**config.mk**
```make
export PLATFORM = sky130hd
export DESIGN_NAME = pixel_addr_gen
export DESIGN_NICKNAME = d
export VERILOG_FILES = /design/src/rtl/pixel_addr_gen.sv
export SDC_FILE = /design/constraint.sdc
export NUM_CORES = 1
export LEC_CHECK = 0
export ABC_AREA = 1
export CAP_MARGIN = 5
export CORE_ASPECT_RATIO = 1.5
export CORE_MARGIN = 2
export CORE_UTILIZATION = 45
export DETAILED_ROUTE_END_ITERATION = 12
export PLACE_DENSITY = 0.74
export SETUP_SLACK_MARGIN = 0.5
export SLEW_MARGIN = 15
export SYNTH_ARGS = -nofsm -noshare
export SYNTH_HDL_FRONTEND = slang
export SYNTH_SLANG_ARGS = --single-unit
```
**constraint.sdc**
```tcl
create_clock -name clk -period 4.7 [get_ports clk]
set_clock_uncertainty 0.2 [all_clocks]
set_input_delay 0.47 -clock clk [delete_from_list [all_inputs] [get_ports clk]]
set_output_delay 0.47 -clock clk [all_outputs]
set_load 0.1 [all_outputs]
```
**src/rtl/pixel_addr_gen.sv**
```systemverilog
// pixel_addr_gen: maps VGA timing coordinates to a downscaled framebuffer
// address and rotates through NUM_BUFS display buffers, either on a frame
// timer (auto mode) or on a renderer swap handshake (manual mode).
module pixel_addr_gen #(
    parameter int H_ACTIVE       = 640,
    parameter int V_ACTIVE       = 480,
    parameter int V_LAST         = 524,
    parameter int SCALE_SHIFT    = 2,
    parameter int NUM_BUFS       = 2,
    parameter int FRAMES_PER_BUF = 16,
    parameter int ADDR_W         = 16,
    localparam int BUF_W         = (NUM_BUFS > 1) ? $clog2(NUM_BUFS) : 1
) (
    input  logic              clk,
    input  logic              reset_n,
    input  logic              pix_en,
    input  logic [9:0]        xpos,
    input  logic [9:0]        ypos,
    input  logic              auto_mode,
    input  logic              swap_req,
    output logic [ADDR_W-1:0] address,
    output logic              addr_valid,
    output logic [BUF_W-1:0]  buf_idx,
    output logic [7:0]        frame_cnt,
    output logic              frame_tick,
    output logic              swap_ack
);

    localparam int SW       = H_ACTIVE >> SCALE_SHIFT;
    localparam int SH       = V_ACTIVE >> SCALE_SHIFT;
    localparam int BUF_SIZE = SW * SH;
    localparam int HOLD_W   = (FRAMES_PER_BUF > 1) ? $clog2(FRAMES_PER_BUF) : 1;

    localparam logic [ADDR_W-1:0] SW_A       = ADDR_W'(SW);
    localparam logic [ADDR_W-1:0] BUF_SIZE_A = ADDR_W'(BUF_SIZE);
    // 11-bit limits so a 1024-wide active region still compares correctly
    localparam logic [10:0]       H_LIM      = 11'(H_ACTIVE);
    localparam logic [10:0]       V_LIM      = 11'(V_ACTIVE);
    localparam logic [9:0]        V_LAST_L   = 10'(V_LAST);
    localparam logic [HOLD_W-1:0] HOLD_END   = HOLD_W'(FRAMES_PER_BUF - 1);
    localparam logic [HOLD_W-1:0] HOLD_MAX   = {HOLD_W{1'b1}};
    localparam logic [BUF_W-1:0]  BUF_LAST   = BUF_W'(NUM_BUFS - 1);

    logic [ADDR_W-1:0] address_q;
    logic              addr_valid_q;
    logic [BUF_W-1:0]  buf_idx_q;
    logic [7:0]        frame_cnt_q;
    logic              frame_tick_q;
    logic              swap_ack_q;
    logic [HOLD_W-1:0] hold_cnt_q;
    logic              last_line_q;

    logic              active;
    logic              on_last;
    logic              frame_ev;
    logic              hold_done;
    logic [ADDR_W-1:0] pix_addr;
    logic [BUF_W-1:0]  buf_next;

    // Pixel classification, address arithmetic and frame-boundary detection
    always_comb begin
        active    = ({1'b0, xpos} < H_LIM) && ({1'b0, ypos} < V_LIM);
        pix_addr  = ADDR_W'(buf_idx_q) * BUF_SIZE_A
                  + ADDR_W'(ypos >> SCALE_SHIFT) * SW_A
                  + ADDR_W'(xpos >> SCALE_SHIFT);
        on_last   = (ypos == V_LAST_L);
        // only the first strobe on the boundary line counts as the frame event
        frame_ev  = pix_en && on_last && !last_line_q;
        // >= keeps auto mode from stalling if manual mode left hold_cnt high
        hold_done = (hold_cnt_q >= HOLD_END);
        buf_next  = (buf_idx_q == BUF_LAST) ? '0 : buf_idx_q + BUF_W'(1);
    end

    // Registered address, frame counting and buffer rotation
    always_ff @(posedge clk or negedge reset_n) begin
        if (!reset_n) begin
            address_q    <= '0;
            addr_valid_q <= 1'b0;
            buf_idx_q    <= '0;
            frame_cnt_q  <= '0;
            frame_tick_q <= 1'b0;
            swap_ack_q   <= 1'b0;
            hold_cnt_q   <= '0;
            last_line_q  <= 1'b0;
        end else begin
            frame_tick_q <= 1'b0;
            swap_ack_q   <= 1'b0;
            if (pix_en) begin
                address_q    <= active ? pix_addr : '0;
                addr_valid_q <= active;
                last_line_q  <= on_last;
                if (frame_ev) begin
                    frame_tick_q <= 1'b1;
                    frame_cnt_q  <= frame_cnt_q + 8'd1;
                    if (auto_mode) begin
                        if (hold_done) begin
                            buf_idx_q  <= buf_next;
                            hold_cnt_q <= '0;
                        end else begin
                            hold_cnt_q <= hold_cnt_q + HOLD_W'(1);
                        end
                    end else if (swap_req) begin
                        buf_idx_q  <= buf_next;
                        swap_ack_q <= 1'b1;
                        hold_cnt_q <= '0;
                    end else if (hold_cnt_q != HOLD_MAX) begin
                        hold_cnt_q <= hold_cnt_q + HOLD_W'(1);
                    end
                end
            end
        end
    end

    assign address    = address_q;
    assign addr_valid = addr_valid_q;
    assign buf_idx    = buf_idx_q;
    assign frame_cnt  = frame_cnt_q;
    assign frame_tick = frame_tick_q;
    assign swap_ack   = swap_ack_q;

endmodule

```
# After elaboration in Yosys (flattened, before gate mapping)

Cells that the tools add are included.

Logic and storage cells: 45
Input bits: 25
Flip-flop bits (word level): 33
Output and inout port bits: 28

Multipliers: 2
Add/subtract/negate cells: 5
Equality and inequality tests: 3
Muxes and demuxes: 15
Magnitude comparators: 3
Reductions and logical operators: 9

Operators by type and width:

| kind                 | number |
|---|---|
| $add 16x16->16       | 1 |
| $add 16x8->16        | 1 |
| $mux 16              | 1 |
| $mux 4               | 4 |
| $mul 8x3->11 const B | 1 |
| $eq 10x10->1 const B | 1 |
| $lt 10x10->1 const B | 1 |
| $lt 10x9->1 const B  | 1 |
| $mux 1               | 10 |
| $add 8x1->8 const B  | 1 |
| $mul 1x7->8 const B  | 1 |
| $add 4x1->4 const B  | 1 |
| $ge 4x4->1 const B   | 1 |
| $ne 4x4->1 const B   | 1 |
| $reduce_and 4->1     | 1 |
| $logic_and 1x1->1    | 3 |
| $reduce_and 3->1     | 1 |
| $reduce_bool 3->1    | 1 |
| $ne 2x1->1 const B   | 1 |
| $reduce_and 2->1     | 1 |
| $reduce_bool 2->1    | 1 |
| $add 1x1->1 const B  | 1 |
| $logic_not 1->1      | 1 |

# Longest topological paths before layout

Depth after elaboration: 5
Mapped depth: 16
Gate-level depth less buffers: 16

# Least setup slack after synthesis

No wires, ideal clock.

Kind: input port to flip-flop
Start point: input ypos[3]
End point: register address_q[14] (netlist: address[14])
Library setup time: 0.120 ns
Data arrival time: 2.446 ns
Setup slack: 1.934 ns
Data required time: 4.380 ns
Cell stages on the path: 15
Buffers on the path: 0
Path through: ha_1 > ha_1 > fa_1 > nand3_1 > nand2_1 > nand2_1 > nand2_1 > a21oi_1 > xor2_1 > ha_1 > inv_1 > nor2_1 > nand3_1 > nand3_1 > nand2_1

Cells in the longest elaborated chain, start to end: 4
Elaborated cells between the ends (all ways): 6
Classes of those cells: add/sub (2); mul (1); order compare (1); mux (1); reduce/logical (1)

Ends and longest elaborated chain:

| item                 | RTL line | source |
|---|---|---|
| from (decl)          | 18       | `input logic [9:0] ypos,` |
| $mul 8x3->11         | 64       | `+ ADDR_W'(ypos >> SCALE_SHIFT) * SW_A` |
| $add 16x16->16       | 64       |  |
| $add 16x8->16        | 65       | `+ ADDR_W'(xpos >> SCALE_SHIFT);` |
| $mux 16 *            | 89       | `address_q <= active ? pix_addr : '0;` |
| to (signal assigned) | 89       |  |
| to (decl)            | 44       | `logic [ADDR_W-1:0] address_q;` |

Every way passes the cells marked *; elsewhere a longest branch is shown, timed or not.
A chain may end at the register's enable or synchronous reset.

# Worst setup path in the final report

Ends and elaborated chain as after synthesis.

==> out/metrics.yaml <==
critical_path:
  crit_required_ns: 4.67
  path_cells: "clkdlybuf4s50_1 > ha_1 > ha_1 > fa_1 > nand3_1 > nand2_1 > nand2_1 > nand2_1 > a21oi_1 > xor2_1 > ha_1 > inv_1 > nor2_1 > nand3_1 > nand3_1 > nand2_1"
  cp_slowest_cell: "clkdlybuf4s50_1"
  crit_buf_inv: 2
  critPathArrivalTime_ns: 3.23
  crit_fanout: 5
  rr_worst_depth: 11
  end_kind: "flop"
  path_depth: 16
  startpoint_type: "input port"
  slowest_delay_ns: 0.61
  crit_family: "adder cells"
  crit_type: "in -> reg"
  crit_top_cell: "nand2_1"
routing:
  drt_wl_total_um: 4410
  dr.pass1.iters: 4
  drc: 0
  vias: 1911
  ant_nets: 0
  wl_per_cell_um: 11.0
  drtIter0Drc: 22
  viasPerCell: 4.78
sta:
  drv_slew: 0
  max_slew_margin: 0.346
  min_period_ns: 3.25
  fin_setup_tns_ns: 0
  max_freq_mhz: 307
  final.setup.worst_slack_ns: 1.45
  rsz0062_at_grt: "false"
  setup_viol: 0
  hold_viol: 0
  max_slew.worst_pin.slew_ns: 0.978
  fin_crit_sh: 0.692
  finalHoldWorstSlack_ns: 0.280
worst_hold_path:
  hold_depth: 2
  hold_path_class: "reg -> reg"
cells_and_area:
  synthToLayoutAreaGrowth_pct: 30.6
  final_nets: 383
  antenna_cells: 0
  num-fill-cells: 429
  final_layout_size_suffix_gt1_frac: 0.0595
  final_common_cell: "nand2_1"
  final_area_um2: 2830
  mostFrequentLayoutCells: "92 x nand2_1, 50 x clkdlybuf4s50_1, 38 x inv_1"
logic_synthesis:
  synth_compound_area_frac: 0.0646
  synthXorXnorAreaFrac: 0.0485
  synth_nets: 327
  synth.mux.area_fraction: 0.00519
  synth_top_family_by_area: "simple AND/OR/NAND/NOR gates"
  syn-instance-count: 279
  ys_async_sr_fraction: 1.00
  ys_seq_elements: 33
  synth_flop_cell: "dfrtp_1"
  yosys.area_share.simple: 0.287
  syn_area_per_cell_um2: 7.77
  ys_seq_area_frac: 0.381
  yosysUniqueCellTypes: 32
  synth-adder-area-share: 0.140
  synth_edf_count: 0
  synth-warning-count: 0
  syn-cell-area_um2: 2170
global_routing:
  antenna_found_initial: 0
  grt_pass1_wl_um: 7740
  globalRoute.totalOverflow: 0
  grt_pass1_vias: 1843
  track_usage: 0.187
  grt_max_degree: 34
floorplan:
  core_area_um2: 4580
  die-height_um: 89.0
  dieArea_um2: 5400
  start_util: 0.473
  rows: 30
  num_io_pins: 53
  die_w_um: 60.7
cts:
  cts_buffers: 5
  clockBufferDepth: 2
  cts_num_sinks: 33
  cts-root-buf: "clkbuf_8"
  cts_tree: "done"
  path_clk_slew_ns: 0.07
  clk-insertion-delay-late_ns: 0.28
  cts-resized-gates: 0
  ctsHoldBuffers: 0
  cts_setup_buffers: 0
  htreeDepth: 2
power_and_ir_drop:
  p_leak_uw: 0.00143
  pwr_density_cell_nw_per_um2: 277
  ir_drop_mv: 0.112
flow_run:
  max_cap_viol_count: 0
place:
  postPlaceCellArea_um2: 2750
  dp_slack_ns: 1.14
  gp_congestion: 0.829
  dp_hpwl_um: 3600
  portBuffers: 50
status:
  status: "finished clean"
power breakdown:
part | internal, µW | total [µW] | switching (µW)
sequential | 298 | 305 | 7.36
clock | 102 | 206 | 104
combinational | 81.6 | 272 | 191
cell type report:
class                      instances  area [µm²]  area share
clock buffer                       5        68.8      0.0243
clock inverter                     3        17.5     0.00619
inverter                          40         150      0.0530
multi-input combinational        204        1180       0.417
sequential                        33         826       0.292
tap                               64        80.1      0.0283
timing repair buffer              51         508       0.179
sequential cells by signal (all words and copies together), names as in the netlist:
| name | count |
|---|---|
| hold_cnt_q | 4 |
| address | 16 |
| addr_valid | 1 |
| last_line_q | 1 |
| buf_idx | 1 |
| frame_tick | 1 |
| frame_cnt | 8 |
| swap_ack | 1 |
worst register-to-register path: cells and delay by family, from the launching register on:
family,cells,cell delay (ns)
flip-flops,1,0.48
adder cells (fa/ha/maj),1,0.43
AND/OR/NAND/NOR,9,0.70
AO/OA/AOI/OAI,1,0.15
cell usage after synthesis, types with 2 or more instances:
| library cell | count | area, µm² |
|---|---|---|
| nand2_1 | 92 | 345 |
| inv_1 | 38 | 143 |
| dfrtp_1 | 33 | 826 |
| ha_1 | 21 | 263 |
| nand3_1 | 17 | 85.1 |
| nor2_1 | 15 | 56.3 |
| a21oi_1 | 11 | 55.1 |
| o21ai_0 | 9 | 45.0 |
| xnor2_1 | 7 | 61.3 |
| xor2_1 | 5 | 43.8 |
| nand4_1 | 4 | 25.0 |
| nor3_1 | 4 | 20.0 |
| fa_1 | 2 | 40.0 |
| nor2_2 | 2 | 12.5 |
| o21ai_1 | 2 | 10.0 |
logic make-up after synthesis:
kind of cell	count (synthesis)
adder cells (fa/ha/maj)	23
AO/OA/AOI/OAI	26
XOR/XNOR	12
flip-flops	33
AND/OR/NAND/NOR	142
multiplexers	1
buffers and inverters	42
worst paths after layout:
| path | startpoint | to | slack [ns] |
|---|---|---|---|
| max in group asynchronous | reset_n | hold_cnt_q[3]$_DFFE_PN0P_ | 3.63 |
| worst min-delay path | addr_valid$_DFFE_PN0P_ | addr_valid$_DFFE_PN0P_ | 0.28 |
| worst max register to register | buf_idx$_DFFE_PN0P_ | address[15]$_DFFE_PN0P_ | 2.67 |
| worst min register to register | addr_valid$_DFFE_PN0P_ | addr_valid$_DFFE_PN0P_ | 0.28 |
| worst max-delay path | ypos[3] | address[14]$_DFFE_PN0P_ | 1.45 |
| min in group asynchronous | reset_n | address[11]$_DFFE_PN0P_ | 0.38 |
per-stage QoR:
step	instances	util	power [µW]
finish	400	0.618	784
global route	400	0.618	828
CTS	400	0.618	792
detailed placement	392	0.599	584
global placement	392	0.599	580
floorplan	279	-	504
routing by layer:
layer / share of wire / global-route usage
met4: 0.021 / 0.0791
met2: 0.48 / 0.326
met1: 0.45 / 0.228
met3: 0.042 / 0.0232
met5: 0 / 0
No activity file was read; power rests on OpenSTA's default activity.
==> patch (same settings) <==
Set the parameter `ADDR_W` to 17 (it was 16).
--- a/src/rtl/pixel_addr_gen.sv
+++ b/src/rtl/pixel_addr_gen.sv
@@ -8,7 +8,7 @@
     parameter int SCALE_SHIFT    = 2,
     parameter int NUM_BUFS       = 2,
     parameter int FRAMES_PER_BUF = 16,
-    parameter int ADDR_W         = 16,
+    parameter int ADDR_W         = 17,
     localparam int BUF_W         = (NUM_BUFS > 1) ? $clog2(NUM_BUFS) : 1
 ) (
     input  logic              clk,
Interface: changed (resized address); port bits go from 53 to 54. No check against the original RTL was run, so the function may have changed too.
==> patch against the original RTL <==
Die area unchanged. Global-route usage up 0.46 points. Routed wire length up 4.6%. Sequential cell count up 1. Final area about the same. Power up 0.71%. Core utilization up 0.055 points. Synthesized cell count down 4.3%. Area after synthesis unchanged. Worst setup slack better by 0.054 ns. Largest power group unchanged.
==> patch: results (changes against the original RTL) <==
<table>
<tr><th>Metric</th><th>Value</th></tr>
<tr><th colspan="2">Final layout</th></tr>
<tr><td>Total number of nets in the final design</td><td>372 (-2.9%)</td></tr>
<tr><td>Largest register FFs</td><td>17 (+1)</td></tr>
<tr><td>Fraction of layout instances using a drive strength above 1</td><td>4.938% (-1.0 points)</td></tr>
<tr><th colspan="2">Yosys</th></tr>
<tr><td>Post-synth net total</td><td>315 (-3.7%)</td></tr>
<tr><td>Commonest cells in the synthesized netlist</td><td>nand2_1 (79), dfrtp_1 (34), inv_1 (33)</td></tr>
<tr><td>Number of distinct library cell variants in the gate-level netlist after synthesis</td><td>27 (-16%)</td></tr>
<tr><td>Most used flip-flop cell after synthesis</td><td>dfrtp_1</td></tr>
<tr><td>Top cells by area in the synthesized netlist</td><td>dfrtp_1 (39%), nand2_1 (14%), ha_1 (12%)</td></tr>
<tr><td>Proportion of synthesized chip area in sequential cells</td><td>39.24% (+1.2 points)</td></tr>
<tr><th colspan="2">GRT</th></tr>
<tr><td>Largest net degree at the start of global routing</td><td>35 (+2.9%)</td></tr>
<tr><td>First-pass GRT wire length</td><td>7769 microns (+0.36%)</td></tr>
<tr><td>Via count of the first global-routing pass</td><td>1842 (-0.054%)</td></tr>
<tr><td>GRT Util Overall</td><td>19.20% (+0.46 points)</td></tr>
<tr><th colspan="2">Power and ir drop</th></tr>
<tr><td>Maximum vdd ir drop</td><td>0.1568 mV (+41%)</td></tr>
<tr><td>P_leak</td><td>0.001409 uW (-1.7%)</td></tr>
<tr><th colspan="2">Placed design</th></tr>
<tr><td>Port bufs</td><td>51 (+2.0%)</td></tr>
<tr><td>Worst setup timing slack at the placement stage</td><td>1.193 ns (+0.05679 ns)</td></tr>
<tr><td>DP Wirelength</td><td>3578 microns (-0.54%)</td></tr>
<tr><td>Weighted congestion reported at the end of routability-driven placement</td><td>0.8185 (-1.3%)</td></tr>
<tr><td>Placement Cell Area</td><td>2758 sq um (+0.46%)</td></tr>
<tr><th colspan="2">Routing</th></tr>
<tr><td>Routed Wire Length</td><td>4614 microns (+4.6%)</td></tr>
<tr><td>First-iteration detailed-routing DRC count</td><td>89 (+300%)</td></tr>
<tr><td>Overall via count from detail_route</td><td>1925 (+0.73%)</td></tr>
<tr><th colspan="2">Clock network</th></tr>
<tr><td>Number of cells upsized or downsized after cts</td><td>0 (unchanged)</td></tr>
<tr><th colspan="2">Timing</th></tr>
<tr><td>Worst Tran Pin Value</td><td>0.9748 ns (-0.002789 ns)</td></tr>
<tr><th colspan="2">Critical path</th></tr>
<tr><td>CP Data Arrival Time</td><td>3.17 ns (-0.06 ns)</td></tr>
<tr><th colspan="2">Outcome</th></tr>
<tr><td>Run status</td><td>finished clean</td></tr>
<tr><th colspan="2">Worst hold path</th></tr>
<tr><td>Number of instances on the worst hold path</td><td>1 (-1)</td></tr>
</table>
[patch: cells by family after synthesis]
group / share of synthesized area, %
flops: 39.24
compound gates: 8.598
fa+ha+maj: 13.96
simple gates: 26.66
buf+inv: 6.289
xor+xnor: 5.251
[patch: final cells by class]
class / instances / area, sq um
well taps: 64 / 80.08
flip-flops and latches: 34 / 850.8
multi-input cells: 197 / 1181
clock buffers: 7 / 76.32
inverters: 34 / 127.6
fillers: 433 / 1745
repair buffers: 52 / 518.0
[patch: metrics by stage]
| stage | power (uW) | cells | utilization, % |
|---|---|---|---|
| finish | 789.2 | 388 | 61.89 |
| global route | 833.7 | 388 | 61.89 |
| CTS | 798.1 | 388 | 61.89 |
| detailed placement | 596.9 | 381 | 60.22 |
| global placement | 592.7 | 381 | 60.22 |
| floorplan | 514.9 | 267 | - |
[patch: final timing paths]
kind	startpoint	end	slack, ns
worst max-delay path	ypos[3]	address[15]	1.50
worst min-delay path	last_line_q	frame_tick	0.27
worst max register to register	buf_idx	address[15]	2.72
worst min register to register	last_line_q	frame_tick	0.27
max in group asynchronous	reset_n	addr_valid	3.59
min in group asynchronous	reset_n	frame_cnt[5]	0.38
[patch: routing by layer]
layer  vias to the layer above  part of all wire [%]  global-route usage, %
li1                        987                     -                      -
met5                         -                     0                      0
met3                         9                   4.9                  3.618
met1                       872                    44                  23.86
met2                        57                    49                  32.26
met4                         0                   2.1                  7.708
[patch: report_power, final]
group          total (uW)  switching [uW]  internal, uW
Sequential            315            8.02           307
Clock                 199            97.5           102
Combinational         275             191          84.2
Total                 789             296           493
